**config.mk**
```make
export PLATFORM = sky130hd
export DESIGN_NAME = sgd_ctrl_flat
export DESIGN_NICKNAME = d
export VERILOG_FILES = /design/src/rtl/sgd_pkg.sv /design/src/rtl/sgd_ctrl_if.sv /design/src/rtl/sgd_ctrl.sv /design/src/flat_wrapper.sv
export SDC_FILE = /design/constraint.sdc
export NUM_CORES = 1
export LEC_CHECK = 0
export CORE_MARGIN = 4
export CORE_UTILIZATION = 38
export DETAILED_ROUTE_END_ITERATION = 12
export PLACE_DENSITY = 0.72
export SYNTH_ARGS = -nofsm -noshare
export SYNTH_HDL_FRONTEND = slang
export SYNTH_SLANG_ARGS = --single-unit
```
**constraint.sdc**
```tcl
create_clock -name clk -period 3.28 [get_ports clk]
set_input_delay 0.984 -clock clk [delete_from_list [all_inputs] [get_ports clk]]
set_output_delay 0.984 -clock clk [all_outputs]
set_load 0.02 [all_outputs]
```
**src/rtl/sgd_pkg.sv**
```systemverilog
`default_nettype none
// ============================================================================
//  Module   : sgd_pkg
//  Brief    : Shared FSM encoding and timing constants for the SGD controller.
//  Revision : 1.0 - initial release
// ============================================================================
package sgd_pkg;

    typedef enum logic [2:0] {
        IDLE  = 3'd0,
        READ  = 3'd1,
        LOAD  = 3'd2,
        WRITE = 3'd3,
        DONE  = 3'd4
    } state_t;

    localparam int unsigned c_CHUNK_CYCLES = 3;

    // Cycles from the accepting start edge to the edge that raises done.
    function automatic int unsigned run_cycles(input int unsigned chunks,
                                               input int unsigned iters);
        return c_CHUNK_CYCLES * chunks * iters + 1;
    endfunction

endpackage
`default_nettype wire

```
**src/rtl/sgd_ctrl_if.sv**
```systemverilog
`default_nettype none
// ============================================================================
//  Module   : sgd_ctrl_if
//  Brief    : Control, weight-buffer and datapath signals of the SGD controller.
//  Revision : 1.0 - initial release
// ============================================================================
interface sgd_ctrl_if #(
    parameter int INPUT_BITWIDTH = 8,
    parameter int ADDR_WIDTH     = 8,
    parameter int ITER_WIDTH     = 16
) ();

    logic                      start;
    logic                      abort;
    logic [ADDR_WIDTH-1:0]     num_chunks;
    logic [ITER_WIDTH-1:0]     num_iters;
    logic [INPUT_BITWIDTH-1:0] mu_in;

    logic                      w_rd_en;
    logic [ADDR_WIDTH-1:0]     w_rd_addr;
    logic                      sgd_en;
    logic [INPUT_BITWIDTH-1:0] mu_out;
    logic                      w_wr_en;
    logic [ADDR_WIDTH-1:0]     w_wr_addr;
    logic [ITER_WIDTH-1:0]     iter_cnt;
    logic                      busy;
    logic                      done;

    // Controller side
    modport master (
        input  start, abort, num_chunks, num_iters, mu_in,
        output w_rd_en, w_rd_addr, sgd_en, mu_out, w_wr_en, w_wr_addr,
               iter_cnt, busy, done
    );

    // Host / buffer / datapath side
    modport slave (
        output start, abort, num_chunks, num_iters, mu_in,
        input  w_rd_en, w_rd_addr, sgd_en, mu_out, w_wr_en, w_wr_addr,
               iter_cnt, busy, done
    );

endinterface
`default_nettype wire

```
**src/rtl/sgd_ctrl.sv**
```systemverilog
`default_nettype none
// ============================================================================
//  Module   : sgd_ctrl
//  Brief    : Sequences READ/LOAD/WRITE over all weight chunks for num_iters passes.
//  Revision : 1.0 - initial release
// ============================================================================
module sgd_ctrl
    import sgd_pkg::*;
#(
    parameter int INPUT_BITWIDTH = 8,
    parameter int ADDR_WIDTH     = 8,
    parameter int ITER_WIDTH     = 16
) (
    input  logic        clk,
    input  logic        rst,
    sgd_ctrl_if.master  bus
);

    state_t                    r_state;
    state_t                    w_state_nxt;
    logic [ADDR_WIDTH-1:0]     r_num_chunks;
    logic [ITER_WIDTH-1:0]     r_num_iters;
    logic [INPUT_BITWIDTH-1:0] r_mu;
    logic [ADDR_WIDTH-1:0]     r_chunk;
    logic [ADDR_WIDTH-1:0]     w_chunk_nxt;
    logic [ITER_WIDTH-1:0]     r_iter;
    logic [ITER_WIDTH-1:0]     w_iter_nxt;
    logic [ADDR_WIDTH-1:0]     r_rd_hold;
    logic [ADDR_WIDTH-1:0]     r_wr_hold;
    logic                      r_done;

    logic w_accept;
    logic w_zero_run;
    logic w_last_chunk;
    logic w_last_iter;
    logic w_rd_en;
    logic w_wr_en;

    assign w_accept     = (r_state == IDLE) && bus.start && !bus.abort;
    assign w_zero_run   = (bus.num_chunks == '0) || (bus.num_iters == '0);
    assign w_last_chunk = (r_chunk == r_num_chunks - ADDR_WIDTH'(1));
    assign w_last_iter  = (r_iter  == r_num_iters  - ITER_WIDTH'(1));

    always_ff @(posedge clk) begin
        if (rst) begin
            r_state <= IDLE;
        end else begin
            r_state <= w_state_nxt;
        end
    end

    always_comb begin
        w_state_nxt = r_state;
        w_chunk_nxt = r_chunk;
        w_iter_nxt  = r_iter;
        unique case (r_state)
            IDLE: begin
                if (w_accept) begin
                    w_chunk_nxt = '0;
                    w_iter_nxt  = '0;
                    w_state_nxt = w_zero_run ? DONE : READ;
                end
            end
            READ:  w_state_nxt = LOAD;
            LOAD:  w_state_nxt = WRITE;
            WRITE: begin
                if (!w_last_chunk) begin
                    w_chunk_nxt = r_chunk + ADDR_WIDTH'(1);
                    w_state_nxt = READ;
                end else if (!w_last_iter) begin
                    w_chunk_nxt = '0;
                    w_iter_nxt  = r_iter + ITER_WIDTH'(1);
                    w_state_nxt = READ;
                end else begin
                    w_state_nxt = DONE;
                end
            end
            DONE:    w_state_nxt = IDLE;
            default: w_state_nxt = IDLE;
        endcase
        // Abort freezes the counters so iter_cnt reports where the run stopped.
        if (bus.abort && (r_state != IDLE)) begin
            w_state_nxt = IDLE;
            w_chunk_nxt = r_chunk;
            w_iter_nxt  = r_iter;
        end
    end

    always_ff @(posedge clk) begin
        if (rst) begin
            r_num_chunks <= '0;
            r_num_iters  <= '0;
            r_mu         <= '0;
            r_chunk      <= '0;
            r_iter       <= '0;
            r_rd_hold    <= '0;
            r_wr_hold    <= '0;
            r_done       <= 1'b0;
        end else begin
            r_chunk <= w_chunk_nxt;
            r_iter  <= w_iter_nxt;
            r_done  <= (r_state == DONE) && !bus.abort;
            if (w_accept) begin
                r_num_chunks <= bus.num_chunks;
                r_num_iters  <= bus.num_iters;
                r_mu         <= bus.mu_in;
            end
            if (w_rd_en) begin
                r_rd_hold <= r_chunk;
            end
            if (w_wr_en) begin
                r_wr_hold <= r_chunk;
            end
        end
    end

    // Strobes decode the state directly; addresses show the live chunk only while strobed.
    assign w_rd_en       = (r_state == READ);
    assign w_wr_en       = (r_state == WRITE) && !bus.abort;

    assign bus.w_rd_en   = w_rd_en;
    assign bus.w_rd_addr = w_rd_en ? r_chunk : r_rd_hold;
    assign bus.sgd_en    = (r_state == LOAD);
    assign bus.w_wr_en   = w_wr_en;
    assign bus.w_wr_addr = w_wr_en ? r_chunk : r_wr_hold;
    assign bus.mu_out    = r_mu;
    assign bus.iter_cnt  = r_iter;
    assign bus.busy      = (r_state == READ) || (r_state == LOAD) || (r_state == WRITE);
    assign bus.done      = r_done;

endmodule
`default_nettype wire

```
**src/flat_wrapper.sv**
```systemverilog
// flat-port wrapper written by rule: the top's interface ports become plain ports
module sgd_ctrl_flat import sgd_pkg::*;
#(
    parameter int INPUT_BITWIDTH = 8,
    parameter int ADDR_WIDTH     = 8,
    parameter int ITER_WIDTH     = 16
)
  (clk, rst, bus_start, bus_abort, bus_num_chunks, bus_num_iters, bus_mu_in, bus_w_rd_en, bus_w_rd_addr, bus_sgd_en, bus_mu_out, bus_w_wr_en, bus_w_wr_addr, bus_iter_cnt, bus_busy, bus_done);
  sgd_ctrl_if #(.INPUT_BITWIDTH(INPUT_BITWIDTH), .ADDR_WIDTH(ADDR_WIDTH), .ITER_WIDTH(ITER_WIDTH)) bus_i ();
  input  logic clk;
  input  logic rst;
  input wire logic [$bits(bus_i.start)-1:0] bus_start;
  input wire logic [$bits(bus_i.abort)-1:0] bus_abort;
  input wire logic [$bits(bus_i.num_chunks)-1:0] bus_num_chunks;
  input wire logic [$bits(bus_i.num_iters)-1:0] bus_num_iters;
  input wire logic [$bits(bus_i.mu_in)-1:0] bus_mu_in;
  output wire logic [$bits(bus_i.w_rd_en)-1:0] bus_w_rd_en;
  output wire logic [$bits(bus_i.w_rd_addr)-1:0] bus_w_rd_addr;
  output wire logic [$bits(bus_i.sgd_en)-1:0] bus_sgd_en;
  output wire logic [$bits(bus_i.mu_out)-1:0] bus_mu_out;
  output wire logic [$bits(bus_i.w_wr_en)-1:0] bus_w_wr_en;
  output wire logic [$bits(bus_i.w_wr_addr)-1:0] bus_w_wr_addr;
  output wire logic [$bits(bus_i.iter_cnt)-1:0] bus_iter_cnt;
  output wire logic [$bits(bus_i.busy)-1:0] bus_busy;
  output wire logic [$bits(bus_i.done)-1:0] bus_done;
  assign bus_i.start = bus_start;
  assign bus_i.abort = bus_abort;
  assign bus_i.num_chunks = bus_num_chunks;
  assign bus_i.num_iters = bus_num_iters;
  assign bus_i.mu_in = bus_mu_in;
  assign bus_w_rd_en = bus_i.w_rd_en;
  assign bus_w_rd_addr = bus_i.w_rd_addr;
  assign bus_sgd_en = bus_i.sgd_en;
  assign bus_mu_out = bus_i.mu_out;
  assign bus_w_wr_en = bus_i.w_wr_en;
  assign bus_w_wr_addr = bus_i.w_wr_addr;
  assign bus_iter_cnt = bus_i.iter_cnt;
  assign bus_busy = bus_i.busy;
  assign bus_done = bus_i.done;
  sgd_ctrl #(.INPUT_BITWIDTH(INPUT_BITWIDTH), .ADDR_WIDTH(ADDR_WIDTH), .ITER_WIDTH(ITER_WIDTH)) u_core (.clk(clk), .rst(rst), .bus(bus_i));
endmodule
```
# == Yosys cells after proc, flatten, opt, wreduce, memory -nomap -nowiden ==
# Index checks and enable logic that the tools add are counted.
# classes
n_eq_ne,10
n_bitwise,1
reduce_logical,17
n_addsub,4
n_mux,15
# ops
op,count
two-way mux 16 bit,3
two-way mux 8 bit,5
case mux 16 bit (2 select lines),1
"adder 16 x 1 -> 16 bit, second input constant",1
equality test 16 bit,1
zero test 16 bit,1
case mux 8 bit (2 select lines),1
"subtractor 16 x 1 -> 16 bit, second input constant",1
two-way mux 3 bit,4
case mux 3 bit (4 select lines),1
"adder 8 x 1 -> 8 bit, second input constant",1
equality test 8 bit,1
zero test 8 bit,1
"subtractor 8 x 1 -> 8 bit, second input constant",1
"equality test 3 x 2 -> 1 bit, second input constant",2
logical AND 1 bit,5
AND reduction 5 bit,1
"inequality test 2 x 1 -> 1 bit, second input constant",2
AND reduction 4 bit,1
"equality test 3 x 1 -> 1 bit, second input constant",1
"equality test 3 bit, second input constant",1
zero test 3 bit,1
logical OR 1 bit,3
"inequality test 3 bit, second input constant",1
6 further kinds,6
# totals
word_cells,56
in_bits,36
ff_bits,76

# == Longest topological paths before layout ==
# depth
depth_word,5
ltp_mapped,14

# == Worst setup path before layout ==
# OpenSTA, ideal clock, no wires.
# synth_path
kind,input -> output
startpoint,in bus_abort
endpoint,out bus_w_wr_addr[0]
slack_ps,36
path_buffers,1
path_stages,3
t_arrival_ps,2260
required_ps,2296
path_cell_list,clkbuf_1 nor2_1 mux2_2
# synth_via
elab_chain_cells,3
# synth_rtl
item,line,source
start: declaration,flat_wrapper.sv:13,input wire logic [$bits(bus_i.abort)-1:0] bus_abort;
zero test 1 bit,sgd_ctrl.sv:119,assign w_wr_en = (r_state == WRITE) && !bus.abort;
logical AND 1 bit,sgd_ctrl.sv:119,
net bus_w_wr_en,flat_wrapper.sv:21,output wire logic [$bits(bus_i.w_wr_en)-1:0] bus_w_wr_en;
two-way mux 8 bit,-,
end: declaration,flat_wrapper.sv:22,output wire logic [$bits(bus_i.w_wr_addr)-1:0] bus_w_wr_addr;
# The timed path passes the listed nets, and every way through them passes these cells.

# == Final worst setup path ==
# layout_path
startpoint,reg u_core.r_state[2]
endpoint,out bus_w_rd_addr[4]
# layout_via
elab_chain_cells,2
# layout_rtl
item,line,source
start: declaration,sgd_ctrl.sv:19,state_t r_state;
start signal: assignment,sgd_ctrl.sv:48,r_state <= w_state_nxt;
equality test 3 x 1 -> 1 bit,sgd_ctrl.sv:118,assign w_rd_en = (r_state == READ);
two-way mux 8 bit,-,
end: declaration,flat_wrapper.sv:18,output wire logic [$bits(bus_i.w_rd_addr)-1:0] bus_w_rd_addr;
# No other way between the ends.

==> results.cfg <==
[sta]
slew_headroom_pct = 62.7
finClkSkew_ns = 0.0125
max_clock_freq_mhz = 317
post-route-period-util_pct = 96.2
finalCriticalPeriod_ns = 3.15
finalHoldViolations = 0
maxSlewViolCount = 0
max_slew.worst_pin.slew_ns = 0.559
hold_slack_ns = 0.457
rsz0062_at_grt = false
final-setup-viol-count = 0

[critical_path]
crit_chain = nor3b_1, buf_4, mux2_2, clkdlybuf4s50_1
path_class = reg2out
critPathLaunchType = register
cp_num_buf_inv = 2
critical_path.max_fanout = 11
critPathTopFamily = buffers and inverters
cp_data_arrival_time_ns = 2.17
end_kind = output pin
max_stage_delay_ns = 0.55
crit_required_ns = 2.30
crit_slowest_cell = clkdlybuf4s50_1

[routing]
post-route-drc-count = 0
wl_per_cell_um = 15.1
firstDrtPassIters = 4
routed_via_density = 5.46
drtIter0Drc = 175
wl_um = 11100
ant_nets = 0
vias = 3984

[synthesis]
synth.avg_cell_area_um2 = 8.22
post-synth-top-count-cell = nand2_1
synth.largest_area_cell = dfxtp_1
ys.flop_type = dfxtp_1
ys_types = 58
ys_ff_latch = 76
ys_warn_count = 0
ys_seq_area_share_pct = 36.0
synth_nets = 554
async_flop_share_pct = 0
synth_area_um2 = 4220
ys_top_cells_by_count = nand2_1, dfxtp_1, a21oi_1, clkbuf_1, xnor2_1
ys_top_cells_by_area = dfxtp_1, nand2_1, a21oi_1, mux2_2, xnor2_1
synth_edf_count = 0
synth_top_area_share_pct = 36.0
syn_inst = 514

[cts]
cts_root_buf = clkbuf_8
clkSinkCount = 76
path_clk_slew_ns = 0.09
cts_tree = done
hold_buffers = 0
h-tree-depth = 3
cts_buffers = 9
insertion_delay_ns = 0.36
clock_path_buffers = 2

[grt]
antenna_found_initial = 0
grt_max_degree = 33
grt_pass1_wl_um = 18500
first_global_vias = 3848
grt.total_usage_pct = 17.5
grt.overflow.total = 0

[power_and_ir_drop]
p_per_area_nw_per_um2 = 368
ir_worst_vdd_uv = 172
p_leak_nw = 1.87

[outcome]
status = finished, final reports clean

[final_layout]
n_antenna_cell = 0
fin_nets = 625
area_delta_synth_final_pct = 25.8
post-route-util_pct = 49.0
drive_gt1_share_pct = 14.9

[floorplanning]
initial_core_util_pct = 39.0
coreArea_um2 = 10800
die_x_um = 113
ios = 81
die-area_um2 = 12900
die_h_um = 113
rows = 38

[place]
io_buffer_count = 80
gp_congestion = 0.815
detailed_place_hpwl_um = 8130

[run]
drv_cap = 0

[hold_path]
min_path_type = reg2reg
==> power breakdown <==
group,switching [mW],internal [mW],total [mW],leakage (nW)
sequential,0.0292,0.942,0.971,0.616
combinational,0.156,0.142,0.298,1.16
clock,0.400,0.287,0.687,0.0914
==> layout by cell type (no fill, tap or decap), drive strengths merged, types with 3 or more instances in the layout <==
cell | Yosys | routed
nand4 | 8 | 8
nor4 | 17 | 17
a21oi | 55 | 55
or2 | 3 | 3
o211ai | 3 | 3
nand2b | 3 | 3
clkdlybuf4s50 | 0 | 69
inv | 10 | 15
o31ai | 18 | 18
clkbuf | 29 | 16
xnor2 | 19 | 19
nor3 | 17 | 17
nor2b | 16 | 16
nor3b | 3 | 3
or4 | 16 | 16
dfxtp | 76 | 76
and3 | 6 | 6
nand2 | 85 | 85
ha | 4 | 4
mux2 | 17 | 17
nor2 | 18 | 18
and2 | 4 | 4
a211oi | 4 | 4
nand3 | 16 | 16
a31oi | 8 | 8
xor2 | 10 | 10
o21ai | 13 | 13
or3 | 3 | 3
buf | 13 | 23
==> cell families (layout without fill, tap and decap cells) <==
kind of cell	after synthesis	in the layout	synth area share, %
adder cells (fa/ha/maj)	4	4	1.19
multiplexers	18	18	4.77
flip-flops	76	76	36.0
AO/OA/AOI/OAI	112	112	17.0
XOR/XNOR	29	29	6.01
buffers and inverters	52	128	6.10
AND/OR/NAND/NOR	223	223	28.9
==> area by class of cell <==
cell class	count	area, µm²
repair buffers	102	932
flip-flops and latches	76	1520
clock inverters	7	56.3
clock buffers	9	124
multi-input cells	386	2470
inverters	10	37.5
fillers	1068	5530
well taps	140	175
==> routing by layer <==
metal	global-route usage [%]	vias up	routed length, µm
li1	-	1979	-
met1	21.2	1915	4810
met2	30.8	80	5610
met3	3.55	10	479
met4	5.85	0	153
met5	0	-	0
==> worst paths after layout <==
check                                     start                                  end  slack (ns)  cells past startpoint
max              u_core.r_state[2]$_SDFFE_PP0P_                     bus_w_rd_addr[4]        0.13                      4
min reg2reg   u_core.bus.mu_out[7]$_SDFFE_PP0P_    u_core.bus.mu_out[7]$_SDFFE_PP0P_        0.46                      2
min           u_core.bus.mu_out[7]$_SDFFE_PP0P_    u_core.bus.mu_out[7]$_SDFFE_PP0P_        0.46                      2
max reg2reg  u_core.r_num_iters[0]$_SDFFE_PP0P_  u_core.bus.iter_cnt[5]$_SDFFE_PP0P_        0.34                     11
==> through the flow <==
stage          cell area, µm²  setup TNS [ns]  power, mW  setup WS, ns  std cells
2_1_floorplan            4220               0       1.19        0.0358        514
3_3_place_gp             5130           -2.86       1.28        -0.311        712
3_5_place_dp             5130           -3.34       1.29        -0.322        712
4_1_cts                  5330               0       1.98        0.0161        730
5_1_grt                  5310               0       2.05        0.0153        730
6_report                 5310               0       1.96         0.126        730
==> state kept, by name (all words and copies together) (netlist names) <==
signal,flops
u_core.bus.done,1
u_core.r_chunk,8
u_core.r_wr_hold,8
u_core.r_rd_hold,8
u_core.r_num_chunks,8
u_core.bus.iter_cnt,16
u_core.r_state,3
u_core.bus.mu_out,8
u_core.r_num_iters,16
==> worst min-delay path, cell delays in order, from the launching register on <==
cell     delay (ns)
dfxtp_1        0.31
nand2_1        0.05
a21oi_1        0.05
==> timing repair <==
action                                  4_1_cts  5_1_grt
cloned                                        1        0
pin swaps                                     0        0
endpoints found under the setup margin        9       18
setup buffers                                 1        0
gates resized for setup                      18       15
No activity file was read; power rests on OpenSTA's default activity.
